File: src/rtl/xlnx_mmcm_drp_seq_if.sv
`default_nettype none
// ============================================================================
//  Module      : xlnx_mmcm_drp_seq_if
//  Description : Bundle of the control, table-ROM, DRP and MMCM signals of the
//                MMCM dynamic-reconfiguration sequencer.
//                slave  : sequencer side (drives tbl_idx, DRP request, mmcm_rst,
//                         status).
//                master : environment side (start/profile, ROM data, DRP
//                         response, MMCM lock).
//  Revision    : 1.0 - initial release
// ============================================================================
interface xlnx_mmcm_drp_seq_if #(
  parameter int NREGS = 8
) ();
  localparam int c_idx_w = 1 + $clog2(NREGS);

  logic               start;
  logic               profile_sel;
  logic [c_idx_w-1:0] tbl_idx;
  logic [38:0]        tbl_entry;
  logic               drp_en;
  logic               drp_we;
  logic [6:0]         drp_addr;
  logic [15:0]        drp_di;
  logic [15:0]        drp_do;
  logic               drp_rdy;
  logic               mmcm_rst;
  logic               mmcm_locked;
  logic               busy;
  logic               done;
  logic               error;
  logic [3:0]         dbg_state;

  modport slave (
    input  start, profile_sel, tbl_entry, drp_do, drp_rdy, mmcm_locked,
    output tbl_idx, drp_en, drp_we, drp_addr, drp_di, mmcm_rst,
           busy, done, error, dbg_state
  );

  modport master (
    output start, profile_sel, tbl_entry, drp_do, drp_rdy, mmcm_locked,
    input  tbl_idx, drp_en, drp_we, drp_addr, drp_di, mmcm_rst,
           busy, done, error, dbg_state
  );
endinterface
`default_nettype wire

File: src/rtl/xlnx_mmcm_drp_seq.sv
`default_nettype none
// ============================================================================
//  Module      : xlnx_mmcm_drp_seq
//  Description : MMCM dynamic-reconfiguration sequencer. On start it holds the
//                MMCM in reset, read-modify-writes every DRP register listed in
//                the selected profile table (0 = PCIe, 1 = USB2), releases
//                reset and waits for lock, rewriting the whole table on a lock
//                timeout up to MAX_RETRY times.
//  Ports       : cfg_mclk - only clock
//                rst      - asynchronous active-high reset
//                bus      - xlnx_mmcm_drp_seq_if.slave: start/profile_sel in,
//                           table ROM (tbl_idx out, tbl_entry in), DRP port,
//                           mmcm_rst out / mmcm_locked in, busy/done/error,
//                           dbg_state
//  Revision    : 1.0 - initial release
// ============================================================================
module xlnx_mmcm_drp_seq #(
  parameter int NREGS     = 8,
  parameter int TMO_BITS  = 16,
  parameter int MAX_RETRY = 3
) (
  input wire cfg_mclk,
  input wire rst,
  xlnx_mmcm_drp_seq_if.slave bus
);

  localparam int c_ent_w = $clog2(NREGS);
  localparam int c_idx_w = c_ent_w + 1;
  localparam logic [c_ent_w-1:0]  c_last_entry = c_ent_w'(NREGS - 1);
  localparam logic [c_ent_w-1:0]  c_first_entry = '0;
  // One below all-ones: the wait ends on the cycle the count would reach
  // all-ones, so a wait lasts exactly 2^TMO_BITS-1 cycles.
  localparam logic [TMO_BITS-1:0] c_tmo_pre = {{(TMO_BITS-1){1'b1}}, 1'b0};
  localparam logic [2:0]          c_max_retry = 3'(MAX_RETRY);

  typedef enum logic [3:0] {
    S_IDLE      = 4'd0,
    S_RST_ON    = 4'd1,
    S_FETCH     = 4'd2,
    S_RD_REQ    = 4'd3,
    S_RD_WAIT   = 4'd4,
    S_WR_REQ    = 4'd5,
    S_WR_WAIT   = 4'd6,
    S_NEXT      = 4'd7,
    S_RST_OFF   = 4'd8,
    S_WAIT_LOCK = 4'd9,
    S_DONE      = 4'd10,
    S_ERR       = 4'd11
  } state_t;

  state_t              r_state;
  logic                r_profile;
  logic [c_ent_w-1:0]  r_entry;
  logic [2:0]          r_retry;
  logic [TMO_BITS-1:0] r_tmo;
  logic [1:0]          r_lock_cnt;
  logic [1:0]          r_lock_sync;
  logic [15:0]         r_mask;
  logic [15:0]         r_data;
  logic [c_idx_w-1:0]  r_tbl_idx;
  logic                r_drp_en;
  logic                r_drp_we;
  logic [6:0]          r_drp_addr;
  logic [15:0]         r_drp_di;
  logic                r_mmcm_rst;
  logic                r_busy;
  logic                r_done;
  logic                r_error;

  logic                w_lock;
  logic                w_tmo_fire;
  logic [TMO_BITS-1:0] w_tmo_inc;
  logic [15:0]         w_wr_data;

  assign w_lock     = r_lock_sync[1];
  assign w_tmo_fire = (r_tmo >= c_tmo_pre);
  assign w_tmo_inc  = (&r_tmo) ? r_tmo : r_tmo + 1'b1;
  // Keep-mask bits come from the current register value, the rest from table.
  assign w_wr_data  = (bus.drp_do & r_mask) | (r_data & ~r_mask);

  // Two-flop synchroniser for the asynchronous lock indication.
  always_ff @(posedge cfg_mclk or posedge rst) begin
    if (rst) begin
      r_lock_sync <= 2'b00;
    end else begin
      r_lock_sync <= {r_lock_sync[0], bus.mmcm_locked};
    end
  end

  always_ff @(posedge cfg_mclk or posedge rst) begin
    if (rst) begin
      r_state    <= S_IDLE;
      r_profile  <= 1'b0;
      r_entry    <= '0;
      r_retry    <= 3'd0;
      r_tmo      <= '0;
      r_lock_cnt <= 2'd0;
      r_mask     <= 16'h0000;
      r_data     <= 16'h0000;
      r_tbl_idx  <= '0;
      r_drp_en   <= 1'b0;
      r_drp_we   <= 1'b0;
      r_drp_addr <= 7'h00;
      r_drp_di   <= 16'h0000;
      r_mmcm_rst <= 1'b0;
      r_busy     <= 1'b0;
      r_done     <= 1'b0;
      r_error    <= 1'b0;
    end else begin
      // DRP enable/write-enable are single-cycle strobes.
      r_drp_en <= 1'b0;
      r_drp_we <= 1'b0;
      case (r_state)
        S_IDLE: begin
          if (bus.start) begin
            r_profile  <= bus.profile_sel;
            r_done     <= 1'b0;
            r_error    <= 1'b0;
            r_entry    <= '0;
            r_retry    <= 3'd0;
            r_mmcm_rst <= 1'b1;
            r_tbl_idx  <= {bus.profile_sel, c_first_entry};
            r_busy     <= 1'b1;
            r_state    <= S_RST_ON;
          end
        end
        // The RST_ON cycle covers the ROM latency for entry 0.
        S_RST_ON: r_state <= S_FETCH;
        S_FETCH: begin
          r_drp_addr <= bus.tbl_entry[38:32];
          r_mask     <= bus.tbl_entry[31:16];
          r_data     <= bus.tbl_entry[15:0];
          r_drp_en   <= 1'b1;
          r_state    <= S_RD_REQ;
        end
        S_RD_REQ: begin
          r_tmo   <= '0;
          r_state <= S_RD_WAIT;
        end
        S_RD_WAIT: begin
          if (bus.drp_rdy) begin
            r_drp_di <= w_wr_data;
            r_drp_en <= 1'b1;
            r_drp_we <= 1'b1;
            r_state  <= S_WR_REQ;
          end else if (w_tmo_fire) begin
            r_error    <= 1'b1;
            r_mmcm_rst <= 1'b1;
            r_state    <= S_ERR;
          end else begin
            r_tmo <= w_tmo_inc;
          end
        end
        S_WR_REQ: begin
          r_tmo   <= '0;
          r_state <= S_WR_WAIT;
        end
        S_WR_WAIT: begin
          if (bus.drp_rdy) begin
            // Advance the ROM address already here so the next entry's data
            // is valid by the time FETCH samples it.
            if (r_entry != c_last_entry) begin
              r_tbl_idx <= {r_profile, r_entry + 1'b1};
            end
            r_state <= S_NEXT;
          end else if (w_tmo_fire) begin
            r_error    <= 1'b1;
            r_mmcm_rst <= 1'b1;
            r_state    <= S_ERR;
          end else begin
            r_tmo <= w_tmo_inc;
          end
        end
        S_NEXT: begin
          if (r_entry == c_last_entry) begin
            r_mmcm_rst <= 1'b0;
            r_tmo      <= '0;
            r_lock_cnt <= 2'd0;
            r_state    <= S_RST_OFF;
          end else begin
            r_entry <= r_entry + 1'b1;
            r_state <= S_FETCH;
          end
        end
        S_RST_OFF: r_state <= S_WAIT_LOCK;
        S_WAIT_LOCK: begin
          if (w_lock && (r_lock_cnt == 2'd3)) begin
            r_done  <= 1'b1;
            r_state <= S_DONE;
          end else if (w_tmo_fire) begin
            r_mmcm_rst <= 1'b1;
            if (r_retry < c_max_retry) begin
              r_retry   <= r_retry + 3'd1;
              r_entry   <= '0;
              r_tbl_idx <= {r_profile, c_first_entry};
              r_state   <= S_RST_ON;
            end else begin
              r_error <= 1'b1;
              r_state <= S_ERR;
            end
          end else begin
            r_tmo      <= w_tmo_inc;
            r_lock_cnt <= w_lock ? (r_lock_cnt + 2'd1) : 2'd0;
          end
        end
        S_DONE: begin
          r_busy  <= 1'b0;
          r_state <= S_IDLE;
        end
        // mmcm_rst was raised on the way in and stays up until a later run
        // reaches RST_OFF.
        S_ERR: begin
          r_busy  <= 1'b0;
          r_state <= S_IDLE;
        end
        default: begin
          r_busy  <= 1'b0;
          r_state <= S_IDLE;
        end
      endcase
    end
  end

  assign bus.tbl_idx   = r_tbl_idx;
  assign bus.drp_en    = r_drp_en;
  assign bus.drp_we    = r_drp_we;
  assign bus.drp_addr  = r_drp_addr;
  assign bus.drp_di    = r_drp_di;
  assign bus.mmcm_rst  = r_mmcm_rst;
  assign bus.busy      = r_busy;
  assign bus.done      = r_done;
  assign bus.error     = r_error;
  assign bus.dbg_state = r_state;

endmodule
`default_nettype wire

File: src/flat_wrapper.sv
// flat-port wrapper written by rule: the top's interface ports become plain ports
module xlnx_mmcm_drp_seq_flat 
#(
  parameter int NREGS     = 8,
  parameter int TMO_BITS  = 16,
  parameter int MAX_RETRY = 3
)
  (cfg_mclk, rst, bus_start, bus_profile_sel, bus_tbl_entry, bus_drp_do, bus_drp_rdy, bus_mmcm_locked, bus_tbl_idx, bus_drp_en, bus_drp_we, bus_drp_addr, bus_drp_di, bus_mmcm_rst, bus_busy, bus_done, bus_error, bus_dbg_state);
  xlnx_mmcm_drp_seq_if #(.NREGS(NREGS)) bus_i ();
  input wire cfg_mclk;
  input wire rst;
  input wire logic [$bits(bus_i.start)-1:0] bus_start;
  input wire logic [$bits(bus_i.profile_sel)-1:0] bus_profile_sel;
  input wire logic [$bits(bus_i.tbl_entry)-1:0] bus_tbl_entry;
  input wire logic [$bits(bus_i.drp_do)-1:0] bus_drp_do;
  input wire logic [$bits(bus_i.drp_rdy)-1:0] bus_drp_rdy;
  input wire logic [$bits(bus_i.mmcm_locked)-1:0] bus_mmcm_locked;
  output wire logic [$bits(bus_i.tbl_idx)-1:0] bus_tbl_idx;
  output wire logic [$bits(bus_i.drp_en)-1:0] bus_drp_en;
  output wire logic [$bits(bus_i.drp_we)-1:0] bus_drp_we;
  output wire logic [$bits(bus_i.drp_addr)-1:0] bus_drp_addr;
  output wire logic [$bits(bus_i.drp_di)-1:0] bus_drp_di;
  output wire logic [$bits(bus_i.mmcm_rst)-1:0] bus_mmcm_rst;
  output wire logic [$bits(bus_i.busy)-1:0] bus_busy;
  output wire logic [$bits(bus_i.done)-1:0] bus_done;
  output wire logic [$bits(bus_i.error)-1:0] bus_error;
  output wire logic [$bits(bus_i.dbg_state)-1:0] bus_dbg_state;
  assign bus_i.start = bus_start;
  assign bus_i.profile_sel = bus_profile_sel;
  assign bus_i.tbl_entry = bus_tbl_entry;
  assign bus_i.drp_do = bus_drp_do;
  assign bus_i.drp_rdy = bus_drp_rdy;
  assign bus_i.mmcm_locked = bus_mmcm_locked;
  assign bus_tbl_idx = bus_i.tbl_idx;
  assign bus_drp_en = bus_i.drp_en;
  assign bus_drp_we = bus_i.drp_we;
  assign bus_drp_addr = bus_i.drp_addr;
  assign bus_drp_di = bus_i.drp_di;
  assign bus_mmcm_rst = bus_i.mmcm_rst;
  assign bus_busy = bus_i.busy;
  assign bus_done = bus_i.done;
  assign bus_error = bus_i.error;
  assign bus_dbg_state = bus_i.dbg_state;
  xlnx_mmcm_drp_seq #(.NREGS(NREGS), .TMO_BITS(TMO_BITS), .MAX_RETRY(MAX_RETRY)) u_core (.cfg_mclk(cfg_mclk), .rst(rst), .bus(bus_i));
endmodule
File: config.mk
export PLATFORM = sky130hd
export DESIGN_NAME = xlnx_mmcm_drp_seq_flat
export DESIGN_NICKNAME = d
export VERILOG_FILES = /design/src/rtl/xlnx_mmcm_drp_seq_if.sv /design/src/rtl/xlnx_mmcm_drp_seq.sv /design/src/flat_wrapper.sv
export SDC_FILE = /design/constraint.sdc
export NUM_CORES = 1
export LEC_CHECK = 0
export BUFFER_PORTS_ARGS = -buffer_cell sky130_fd_sc_hd__buf_4
export CAP_MARGIN = 5
export CELL_PAD_IN_SITES_DETAIL_PLACEMENT = 1
export CELL_PAD_IN_SITES_GLOBAL_PLACEMENT = 2
export CORE_MARGIN = 2
export CORE_UTILIZATION = 35
export CTS_CLUSTER_DIAMETER = 200
export DETAILED_ROUTE_END_ITERATION = 8
export PLACE_DENSITY = 0.76
export RECOVER_POWER = 50
export SLEW_MARGIN = 15
export SYNTH_ARGS = -nofsm -noshare
export SYNTH_HDL_FRONTEND = slang
export SYNTH_SLANG_ARGS = --single-unit
File: constraint.sdc
create_clock -name cfg_mclk -period 2.97 [get_ports cfg_mclk]
set_clock_uncertainty 0.1 [all_clocks]
set_input_delay 0.1485 -clock cfg_mclk [delete_from_list [all_inputs] [get_ports cfg_mclk]]
set_output_delay 0.1485 -clock cfg_mclk [all_outputs]
set_load 0.05 [all_outputs]
## Word-level counts from Yosys, hierarchy flattened

Index checks and enable logic that the tools add are counted.

- Register bits: 96
- Bits in latches: 0
- RAM bits: 0
- Bits in read-only memories: 0
- Bits of input ports: 61
- Output and inout bits: 37
- Logic and storage cells: 136
- Memories kept: 0

- $add $sub $neg: 4
- Multiply operators: 0
- Divide/modulo/power cells: 0
- Order comparisons: 2
- Equality and inequality tests: 26
- Shift operators: 0
- Muxes and demuxes: 56
- Bitwise logic cells: 5
- Reductions and logical operators: 25

Operators with widths:

| operator | count |
|---|---|
| 16-bit two-way mux | 5 |
| 16-bit one-hot mux with 4 select lines | 1 |
| 4-bit two-way mux | 14 |
| 4-bit one-hot mux with 10 select lines | 1 |
| 16-bit bitwise AND | 2 |
| 3-bit two-way mux | 8 |
| 16-bit by 1-bit adder with 16-bit output, second input constant | 1 |
| 4-bit by 3-bit == test with 1-bit output, second input constant | 4 |
| 16-bit >= comparator, second input constant | 1 |
| 16-bit inverter | 1 |
| 16-bit bitwise OR | 1 |
| 16-bit AND reduction | 1 |
| 1-bit two-way mux | 14 |
| 2-bit inequality test, second input constant | 7 |
| 7-bit AND reduction | 2 |
| 2-bit by 1-bit inequality test with 1-bit output, second input constant | 6 |
| 4-bit one-hot mux with 3 select lines | 1 |
| 5-bit AND reduction | 2 |
| 3-bit one-hot mux with 3 select lines | 1 |
| 3-bit nonzero test | 3 |
| 9-bit OR reduction | 1 |
| 4-bit by 2-bit == test with 1-bit output, second input constant | 2 |
| 4-bit == test, second input constant | 2 |
| 2-bit two-way mux | 4 |
| 23 further kinds | 33 |

## Longest topological paths before layout

Gate-level depths: netlist of run 1.

- Depth after elaboration: 5
- Mapped depth: 8
- Gate-level depth less buffers: 7

## Least setup slack after synthesis of run 1

No wires, ideal clock.

- Path kind: reg2reg
- Start: register u_core.r_state[3], in the netlist u_core.bus.dbg_state[3]
- End: register u_core.r_tmo[6]
- Library setup time: 104 ps
- Arrival: 2117 ps
- Data required time: 2766 ps
- Path slack: 650 ps
- Stages on the path, launching flop included: 7
- Buffers on the path: 1
- Period minus slack after synthesis: 2320 ps
- Cell sequence: dfrtp_1 buf_2 nand4bb_4 nor2_1 o21bai_1 or3_4 o41ai_2

- Cells in the longest elaborated chain, start to end: 4
- Elaborated cells on any way between the ends: 14
- Those cells by class: eq/ne: 9; mux: 1; reduce/logical: 4

Ends and longest elaborated chain:

| element | RTL line | source |
|---|---|---|
| start: declaration | xlnx_mmcm_drp_seq.sv:51 | `state_t r_state;` |
| start signal: assignment | xlnx_mmcm_drp_seq.sv:92 | `r_state <= S_IDLE;` |
| start signal: assignment | xlnx_mmcm_drp_seq.sv:124 | `r_state <= S_RST_ON;` |
| start signal: assignment | xlnx_mmcm_drp_seq.sv:128 | `S_RST_ON: r_state <= S_FETCH;` |
| 4-bit by 3-bit == test with 1-bit output / 4-bit by 2-bit == test with 1-bit output (equally long branches) | xlnx_mmcm_drp_seq.sv:113 | `case (r_state)` |
| 2-bit OR reduction (no line) | n/a |  |
| 4-bit nonzero test (no line) / 2-bit inequality test (equally long branches) | n/a |  |
| 4-bit AND reduction (no line) | n/a |  |
| end signal: assignment | xlnx_mmcm_drp_seq.sv:151 | `r_tmo <= w_tmo_inc;` |
| end signal: assignment | xlnx_mmcm_drp_seq.sv:171 | `r_tmo <= w_tmo_inc;` |
| end signal: assignment | xlnx_mmcm_drp_seq.sv:202 | `r_tmo <= w_tmo_inc;` |
| end: declaration | xlnx_mmcm_drp_seq.sv:55 | `logic [TMO_BITS-1:0] r_tmo;` |

Several ways; a longest one is shown, not always the timed one.
A chain may end at the register's enable or synchronous reset.

## Final worst setup path of run 1

- Start: register u_core.r_state[0], in the netlist u_core.bus.dbg_state[0]
- End: register u_core.r_tmo[6]

Same word-level chain as after synthesis.

==> results of run 1 <==
==> synthesized netlist by cell type (all sizes together), types with 8 or more instances <==
cell type,count
a21oi,23
a31oi,10
and2,8
buf,10
clkbuf,11
dfrtp,96
inv,11
mux2,43
mux2i,18
nand2,42
nand3,12
nor2,17
o21ai,34
o31ai,12
==> flip-flops by register name, indices dropped and copies added (netlist names) <==
| name | flops |
|---|---|
| u_core.r_retry | 3 |
| u_core.bus.done | 1 |
| u_core.bus.drp_di | 16 |
| u_core.r_mask | 16 |
| u_core.bus.tbl_idx | 4 |
| u_core.r_profile | 1 |
| u_core.bus.drp_we | 1 |
| u_core.bus.dbg_state | 4 |
| u_core.r_tmo | 16 |
| u_core.bus.error | 1 |
| u_core.bus.mmcm_rst | 1 |
| u_core.r_entry | 3 |
| u_core.bus.drp_en | 1 |
| u_core.bus.drp_addr | 7 |
| u_core.r_data | 16 |
| u_core.bus.busy | 1 |
| u_core.r_lock_sync | 2 |
| u_core.r_lock_cnt | 2 |
==> kinds of logic after synthesis <==
logic type,count (synthesis)
compound gates,105
xor+xnor,1
fa+ha+maj,6
buf+inv,32
flops,96
mux,61
simple gates,124
==> per-layer routing <==
| metal | routed length (µm) | vias to the layer above |
|---|---|---|
| met2 | 6676 | 66 |
| met3 | 308 | 13 |
| met5 | 0 | - |
| met1 | 5704 | 1946 |
| met4 | 155 | 0 |
| li1 | - | 1854 |
==> power by group <==
group          internal, µW  switching [µW]  total, µW
clock                   768             529       1300
sequential             1800             349       2150
combinational          1000            1670       2670
total                  3570            2550       6120
==> worst register-to-register path: cells and delay by family, from the launching register on <==
family	cells	cell delay [ns]
and+or+nand+nor	3	1.00
AOI/OAI and AO/OA	2	0.75
DFF	1	0.57
==> final cells by class <==
class,count,area [µm²]
well taps,176,220.2
repair buffers,158,1199
clock buffers,11,242.7
clock inverters,5,85.08
inverters,11,41.29
flip-flops and latches,96,2402
multi-input cells,297,2135
fillers,1462,6813
==> layout by cell type (no fill, tap or decap), types with 2 or more instances in the layout <==
| cell | instances |
|---|---|
| nand4_1 | 6 |
| nor2b_1 | 3 |
| nand3_1 | 12 |
| dlygate4sd3_1 | 51 |
| or2_2 | 3 |
| nor4_1 | 3 |
| nor3_4 | 2 |
| dfrtp_1 | 96 |
| bufinv_16 | 2 |
| ha_1 | 6 |
| nor2_1 | 17 |
| and2_1 | 8 |
| clkbuf_1 | 35 |
| inv_6 | 2 |
| clkbuf_16 | 9 |
| o31ai_1 | 12 |
| o41ai_2 | 2 |
| nand2b_1 | 5 |
| buf_4 | 70 |
| inv_2 | 2 |
| o41ai_1 | 3 |
| clkbuf_4 | 2 |
| mux2_2 | 42 |
| a22o_2 | 3 |
| and3_1 | 3 |
| a21oi_1 | 22 |
| or4_1 | 3 |
| a31oi_1 | 10 |
| and3_2 | 2 |
| nand2_1 | 42 |
| mux2i_1 | 18 |
| nor3_1 | 3 |
| o21ai_0 | 32 |
| o211ai_1 | 7 |
| inv_1 | 9 |
==> through the flow <==
| stage | setup WS, ns | total power [µW] | area, µm² |
|---|---|---|---|
| final | 0.4678 | 6117 | 6325 |
| after global routing | 0.3049 | 6506 | 6325 |
| after CTS | 0.4729 | 6336 | 6455 |
| after detailed placement | 0.4830 | 4968 | 5617 |
| after global placement | 0.5818 | 4896 | 5617 |
| after floorplan | 0.2161 | 4134 | 4668 |
==> path summary, 6_finish.rpt <==
check | from | endpoint | slack, ns | cells after the start
setup / recovery | u_core.bus.dbg_state[0]$_DFFE_PP0P_ | u_core.r_tmo[6]$_DFFE_PP0P_ | 0.47 | 5
hold / removal | bus_drp_do[8] | u_core.bus.drp_di[8]$_DFFE_PP0P_ | 0.003 | 3
setup reg to reg | u_core.bus.dbg_state[0]$_DFFE_PP0P_ | u_core.r_tmo[6]$_DFFE_PP0P_ | 0.47 | 5
hold reg to reg | u_core.r_lock_sync[0]$_DFF_PP0_ | u_core.r_lock_sync[1]$_DFF_PP0_ | 0.29 | 0
max in group asynchronous | rst | u_core.bus.busy$_DFFE_PP0P_ | 1.37 | 4
min in group asynchronous | rst | u_core.r_data[13]$_DFFE_PP0P_ | 0.58 | 3
==> metrics.md, run 1 <==
| Metric | Value |
|---|---|
| Syn Area/Cell | `about 11 µm²` |
| First-pass GRT wire length | `roughly 22 mm` |
| Power Density | `between 900 and 1000 mW/mm²` |
| Routed wire per std cell | `about 17 µm` |
| Setup Viol. Count Final | `0` |
| Die area | `around 0.014 mm²` |
| Via count | `approximately 3900` |
| GPL Wtd Cong | `roughly 0.84` |
| Gate Count Post-Synth | `425` |
| Crit Path Class | `flop to flop` |
| Critical path's top delay family | `simple AND/OR/NAND/NOR gates` |
| Slowest-stage cell, CP | `dfrtp_1` |
| Final WL | `between 10 and 15 mm` |
| Setup TNS | `0 ns` |
| Period minus WS final | `2.502 ns` |
| Setup crit start kind | `flop` |
| P_leak | `roughly 0.0028 µW` |
| Grt met2 use | `33.11%` |
| Largest net degree at the start of global routing | `56` |
| Count of warnings emitted by yosys | `0` |
| CTS H-tree lvls | `3` |
| Num CTS Buffers | `9` |
| Post-Synth Adder-Cell Area | `under 10%` |
| Share of post-route cells with drive strength above 1 | `26.82%` |
| Main combinational cell family by area after synthesis | `simple AND/OR/NAND/NOR gates` |
| Mux share of post-synthesis cell area | `between 10% and 20%` |
| Slowest cell delay on critical path | `0.57 ns` |
| Post-synthesis xor/xnor area fraction | `less than 1%` |
| Outcome | `finished clean` |
| Post-synth EDFFs | `0` |
| Top_reg_cell synth | `dfrtp_1` |
| DP Cell Count | `687` |
| Worst Path Buf+Inv | `0` |
| Post-synth top area share | `just over 50%` |
| Max Cap Viol | `0` |
| Initial Util | `a little over a third` |
| Clk root buf | `clkbuf_16` |
| Synth Area in Compound Gates | `about 15%` |
| Area contributors post-synth | `dfrtp_1 51%, mux2_2 10%, mux2i_1 3.9%` |
| DRT Pass-1 Iters | `4` |
| Tcrit/Tclk final | `84.25%` |
| Clock network latency to the later pin of the worst-skew pair | `between 0.3 and 0.4 ns` |
| Critical path endpoint category | `flop` |
| Synthesized Nets | `just under 500` |
| Fmax | `399.6 MHz` |
| Vias/cell | `between 5 and 6` |
| Max clock buf depth | `2` |
| Hold buffers post-CTS | `about 50` |
| Unrepaired setup endpoints after global routing | `false` |
| I/O pins | `between 90 and 100` |
| Area growth, synth to finish | `35.49%` |
| Hold WC Path Type | `input pin to flop` |
| Global-route congestion overflow total | `0` |
| Die Span Y | `~120 µm` |
| Yosys cell types | `60` |
| Yosys reg bits | `between 90 and 100` |
| Final Hold Viols | `0` |
| # diodes | `0` |
| Initial antenna violation count | `0` |
| Largest area contributor in the netlist | `dfrtp_1` |
| WP data arrival | `about 2.7 ns` |
| Die X-Extent | `roughly 120 µm` |
| CP required | `approximately 3.1 ns` |
| Final #Nets | `between 600 and 700` |
| Gr busiest metal | `met2` |
| # resized after CTS | `0` |
| Setup Buffers After CTS | `0` |
| Crit path max fanout | `15` |
| Post-synthesis simple-gate area fraction | `15.04%` |
| CTS tree | `done` |
| Slew margin rel. | `20.60%` |
| Seq/Total Area, Yosys | `51.46%` |
| Total GRT Usage | `between 10% and 20%` |
| Routed Antenna Nets | `0` |
| First-iteration detailed-routing DRC count | `around 160` |
| Post-layout util | `between 40% and 50%` |
| Reg clk slew, reported paths | `about 0.07 ns` |
| Detailed-placement wirelength estimate | `about 8.8 mm` |
| Mapped Area | `between 0.004 and 0.005 mm²` |
| Slew @ Worst Pin | `1.189 ns` |
| Core area | `0.01314 mm²` |
| I/O Buffers | `97` |
| Met1 Usage GRT | `between 20 and 25%` |
| # rows | `42` |
| Hold Slack | `0.002976 ns` |
| Post-route DRC violation count | `0` |
| M3 GR Usage | `approximately 2.9%` |
| Number of global-route vias before repair | `about 4200` |
| VDD IR max | `roughly 0.34 mV` |
| Final std cells w/o fill | `between 700 and 800` |
| CTS sink count | `between 90 and 100` |
| Final Max Tran Viols | `0` |
| Share of flip-flops with an asynchronous set or reset | `100.0%` |
| CP cell instances | `and4bb_1 -> a21oi_2 -> nor3_4 -> or3_4 -> o41ai_2` |
Power figures use the tool's default switching activity.
==> inputs of run 2 (changes only) <==
--- a/config.mk
+++ b/config.mk
@@ -5,15 +5,16 @@
 export SDC_FILE = /design/constraint.sdc
 export NUM_CORES = 1
 export LEC_CHECK = 0
+export ABC_AREA = 1
 export BUFFER_PORTS_ARGS = -buffer_cell sky130_fd_sc_hd__buf_4
 export CAP_MARGIN = 5
 export CELL_PAD_IN_SITES_DETAIL_PLACEMENT = 1
 export CELL_PAD_IN_SITES_GLOBAL_PLACEMENT = 2
 export CORE_MARGIN = 2
-export CORE_UTILIZATION = 35
+export CORE_UTILIZATION = 29
 export CTS_CLUSTER_DIAMETER = 200
 export DETAILED_ROUTE_END_ITERATION = 8
-export PLACE_DENSITY = 0.76
+export PLACE_DENSITY = 0.72
 export RECOVER_POWER = 50
 export SLEW_MARGIN = 15
 export SYNTH_ARGS = -nofsm -noshare
==> constraint.sdc (replaced) <==
create_clock -name cfg_mclk -period 2 [get_ports cfg_mclk]
set_clock_uncertainty 0.1 [all_clocks]
set_input_delay 0.1 -clock cfg_mclk [delete_from_list [all_inputs] [get_ports cfg_mclk]]
set_output_delay 0.1 -clock cfg_mclk [all_outputs]
set_load 0.05 [all_outputs]
==> run 2 against run 1 <==
Compared with the run above:
- wire length rose by 6.7%
- clock power rose by 41%
- die area rose by 22%
- non-clock buffer count rose by 23
- first-iteration DRC count rose by 20%
- hold slack improved by 0.024 ns
- highest routed layer unchanged
- global-route usage fell by 2.4 points
- critical path depth rose by 6
==> metrics.md, run 2 <==
| Metric | Value |
|---|---|
| Setup Viol. Count Final | `0` |
| Fmax | `540.6 MHz` |
| Seq/Total Area, Yosys | `about half` |
| Power Density | `about 1400 mW/mm²` |
| Final Max Tran Viols | `0` |
| Outcome | `finished clean` |
| Top_reg_cell synth | `dfrtp_1` |
| Pint | `roughly 5100 µW` |
| VDD IR max | `between 0.6 and 0.7 mV` |
| Slew @ Worst Pin | `~1.2 ns` |
| Area growth, synth to finish | `42.79%` |
| Hold WC Path Type | `input pin to flop` |
| Max Cap Viol | `0` |
| Final Worst Setup Slack | `~0.15 ns` |
| Max clock buf depth | `2` |
| Most common cell after layout, fill and taps aside | `nand2_1` |
| First-pass GRT wire length | `~23 mm` |
| CP required | `approximately 2.1 ns` |
| Comb power frac | `between 40% and 50%` |
| Share of post-route cells with drive strength above 1 | `26.32%` |
| Gate Count Post-Synth | `between 500 and 600` |
| Clock network latency to the later pin of the worst-skew pair | `between 0.3 and 0.4 ns` |
| I/O pins | `between 90 and 100` |
| Final Instance Area | `0.006755 mm²` |
| Die X-Extent | `roughly 130 µm` |
| Area contributors post-synth | `dfrtp_1 51%, nand2_1 16%, mux2_2 6.4%` |
| Yosys cell types | `30` |
| Setup crit start kind | `flop` |
| WP data arrival | `a little under 2 ns` |
| Register share of total power | `33.3%` |
| Top cells by count, synth | `206 x nand2_1, 96 x dfrtp_1, 62 x nor2_1` |
| DRT Pass-1 Iters | `5` |
| Post-synth top area share | `between 50 and 60%` |
| Switching share of power | `around 44%` |
| Post-place setup slack | `about 0.11 ns` |
| Post-route DRC violation count | `0` |
| CTS H-tree lvls | `3` |
| Register area | `between 0.002 and 0.0025 mm²` |
| First-iteration detailed-routing DRC count | `between 150 and 200` |
| Die area | `approximately 0.017 mm²` |
| Total GRT Usage | `between 15 and 20%` |
| I/O Buffers | `97` |
| Final WL | `roughly 14 mm` |
| Routed Antenna Nets | `0` |
| Placement Cell Area | `~0.0059 mm²` |
| Initial antenna violation count | `0` |
| Clk root buf | `clkbuf_16` |
| Synthesized Nets | `approximately 640` |
| Core area | `about 0.016 mm²` |
| Largest area contributor in the netlist | `dfrtp_1` |
| Most frequent cells in the layout | `200 x nand2_1, 105 x buf_4, 93 x dfrtp_1` |
| # rows | `46` |
| Tcrit/Tclk final | `between 90% and 100%` |
| Largest net degree at the start of global routing | `97` |
| Die Span Y | `~130 µm` |
| Area of the multi-input gates | `0.002105 mm²` |
| Period minus WS final | `1.850 ns` |
| Count leader, synth | `nand2_1` |
| Count of warnings emitted by yosys | `0` |
| Yosys reg bits | `96` |
| Num CTS Buffers | `9` |
| Sw Pwr | `a little over 4000 µW` |
| Vias/cell | `about 4.4` |
| Hold Slack | `between 0.02 and 0.03 ns` |
| CTS tree | `done` |
| Syn Area/Cell | `between 8 and 9 µm²` |
| Critical path endpoint category | `flop` |
| Mapped Area | `between 0.004 and 0.005 mm²` |
| Slew margin rel. | `between 15 and 20%` |
| # diodes | `0` |
| Clk pwr share | `approximately a fifth` |
| Via count | `around 4300` |
| Crit Path Class | `flop to flop` |
| Global-route congestion overflow total | `0` |
| Crit path max fanout | `8` |
| Routed wire per std cell | `around 14 µm` |
| Post-synth EDFFs | `0` |
| Share of flip-flops with an asynchronous set or reset | `100.0%` |
| Final-layout fill cell count | `1923` |
| P_leak | `between 0.003 and 0.004 µW` |
| Final #Nets | `roughly 820` |
| Detailed-placement wirelength estimate | `between 9 and 10 mm` |
| Number of global-route vias before repair | `between 4000 and 5000` |
| Final Hold Viols | `0` |
| CTS sink count | `96` |
| Setup TNS | `0 ns` |
| Initial Util | `between 20% and 30%` |
| GPL Wtd Cong | `between 0.8 and 0.9` |
| Reg clk slew, reported paths | `0.07 ns` |
run 2: cell count changes after synthesis, sizes merged, moves of 10 or more:
cell / previous run / this run
o31ai: 12 / 1
nor2: 17 / 70
a31oi: 10 / 0
inv: 11 / 49
nand2: 42 / 215
mux2i: 18 / 0
mux2: 43 / 27
run 2: metrics by stage:
| step | total power (µW) | cells | util (%) |
|---|---|---|---|
| final | 9157 | 972 | 42.37 |
| after global routing | 9812 | 972 | 42.37 |
| after CTS | 9339 | 969 | 42.44 |
| after detailed placement | 7352 | 896 | 36.90 |
| after global placement | 7248 | 896 | 36.90 |
| after floorplan | 6003 | 571 | - |
run 2: worst paths after layout:
path | depth (start not counted) | slack [ns] | start | end
max in group asynchronous | 4 | 0.31 | rst | u_core.r_tmo[0]$_DFFE_PP0P_
max | 11 | 0.15 | u_core.r_tmo[0]$_DFFE_PP0P_ | u_core.bus.tbl_idx[1]$_DFFE_PP0P_
min in group asynchronous | 4 | 0.63 | rst | u_core.bus.drp_addr[4]$_DFFE_PP0P_
max reg2reg | 11 | 0.15 | u_core.r_tmo[0]$_DFFE_PP0P_ | u_core.bus.tbl_idx[1]$_DFFE_PP0P_
min reg2reg | 0 | 0.25 | u_core.r_lock_sync[0]$_DFF_PP0_ | u_core.r_lock_sync[1]$_DFF_PP0_
min | 5 | 0.03 | bus_drp_do[1] | u_core.bus.drp_di[1]$_DFFE_PP0P_
run 2: repair_timing:
| item | in CTS | in global routing |
|---|---|---|
| setup buffers | 0 | 4 |
| endpoints found under the setup margin | 0 | 28 |
| hold endpoints to repair | 151 | 0 |
| hold buffers | 57 | 0 |
| resized for setup | 0 | 16 |
run 2: worst max-delay path: stages (launching register included):
cell,delay (ns)
dfrtp_2,0.44
inv_2,0.07
ha_1,0.13
nor2_1,0.05
nor2_1,0.10
nand2_1,0.06
nor2_2,0.17
nor2_2,0.10
nor2_4,0.25
nand2_4,0.12
nand2_2,0.08
o21ai_1,0.06
run 2: layout make-up:
type / count / area share (%)
multi-input combinational: 412 / 31.15
timing repair buffer: 181 / 21.71
inverter: 51 / 2.889
clock buffer: 10 / 3.538
tap: 216 / 4.001
clock inverter: 6 / 1.093
sequential: 96 / 35.62
run 2: kinds of logic after synthesis:
kind of cell / share of synthesized area, %
AND/OR/NAND/NOR: 27.29
adder cells (fa/ha/maj): 1.587
XOR/XNOR: 1.481
multiplexers: 6.427
AO/OA/AOI/OAI: 6.903
flip-flops: 50.78
buffers and inverters: 5.528
run 2: power by group through the flow:
stage / sequential, µW / clock, µW / combinational (µW)
2_1_floorplan: 4010 / 0 / 1990
4_1_cts: 3040 / 1900 / 4390
5_1_grt: 3150 / 1970 / 4700
3_3_place_gp: 3040 / 0 / 4210
6_report: 3050 / 1830 / 4280
3_5_place_dp: 3080 / 0 / 4270
run 2: metal layers:
layer	vias up	global-route usage, %	share of wire [%]
met3	13	3.125	3.3
met5	-	0	0
met1	2074	22.55	49
met4	0	5.133	1.2
met2	74	26.73	46
li1	2155	-	-
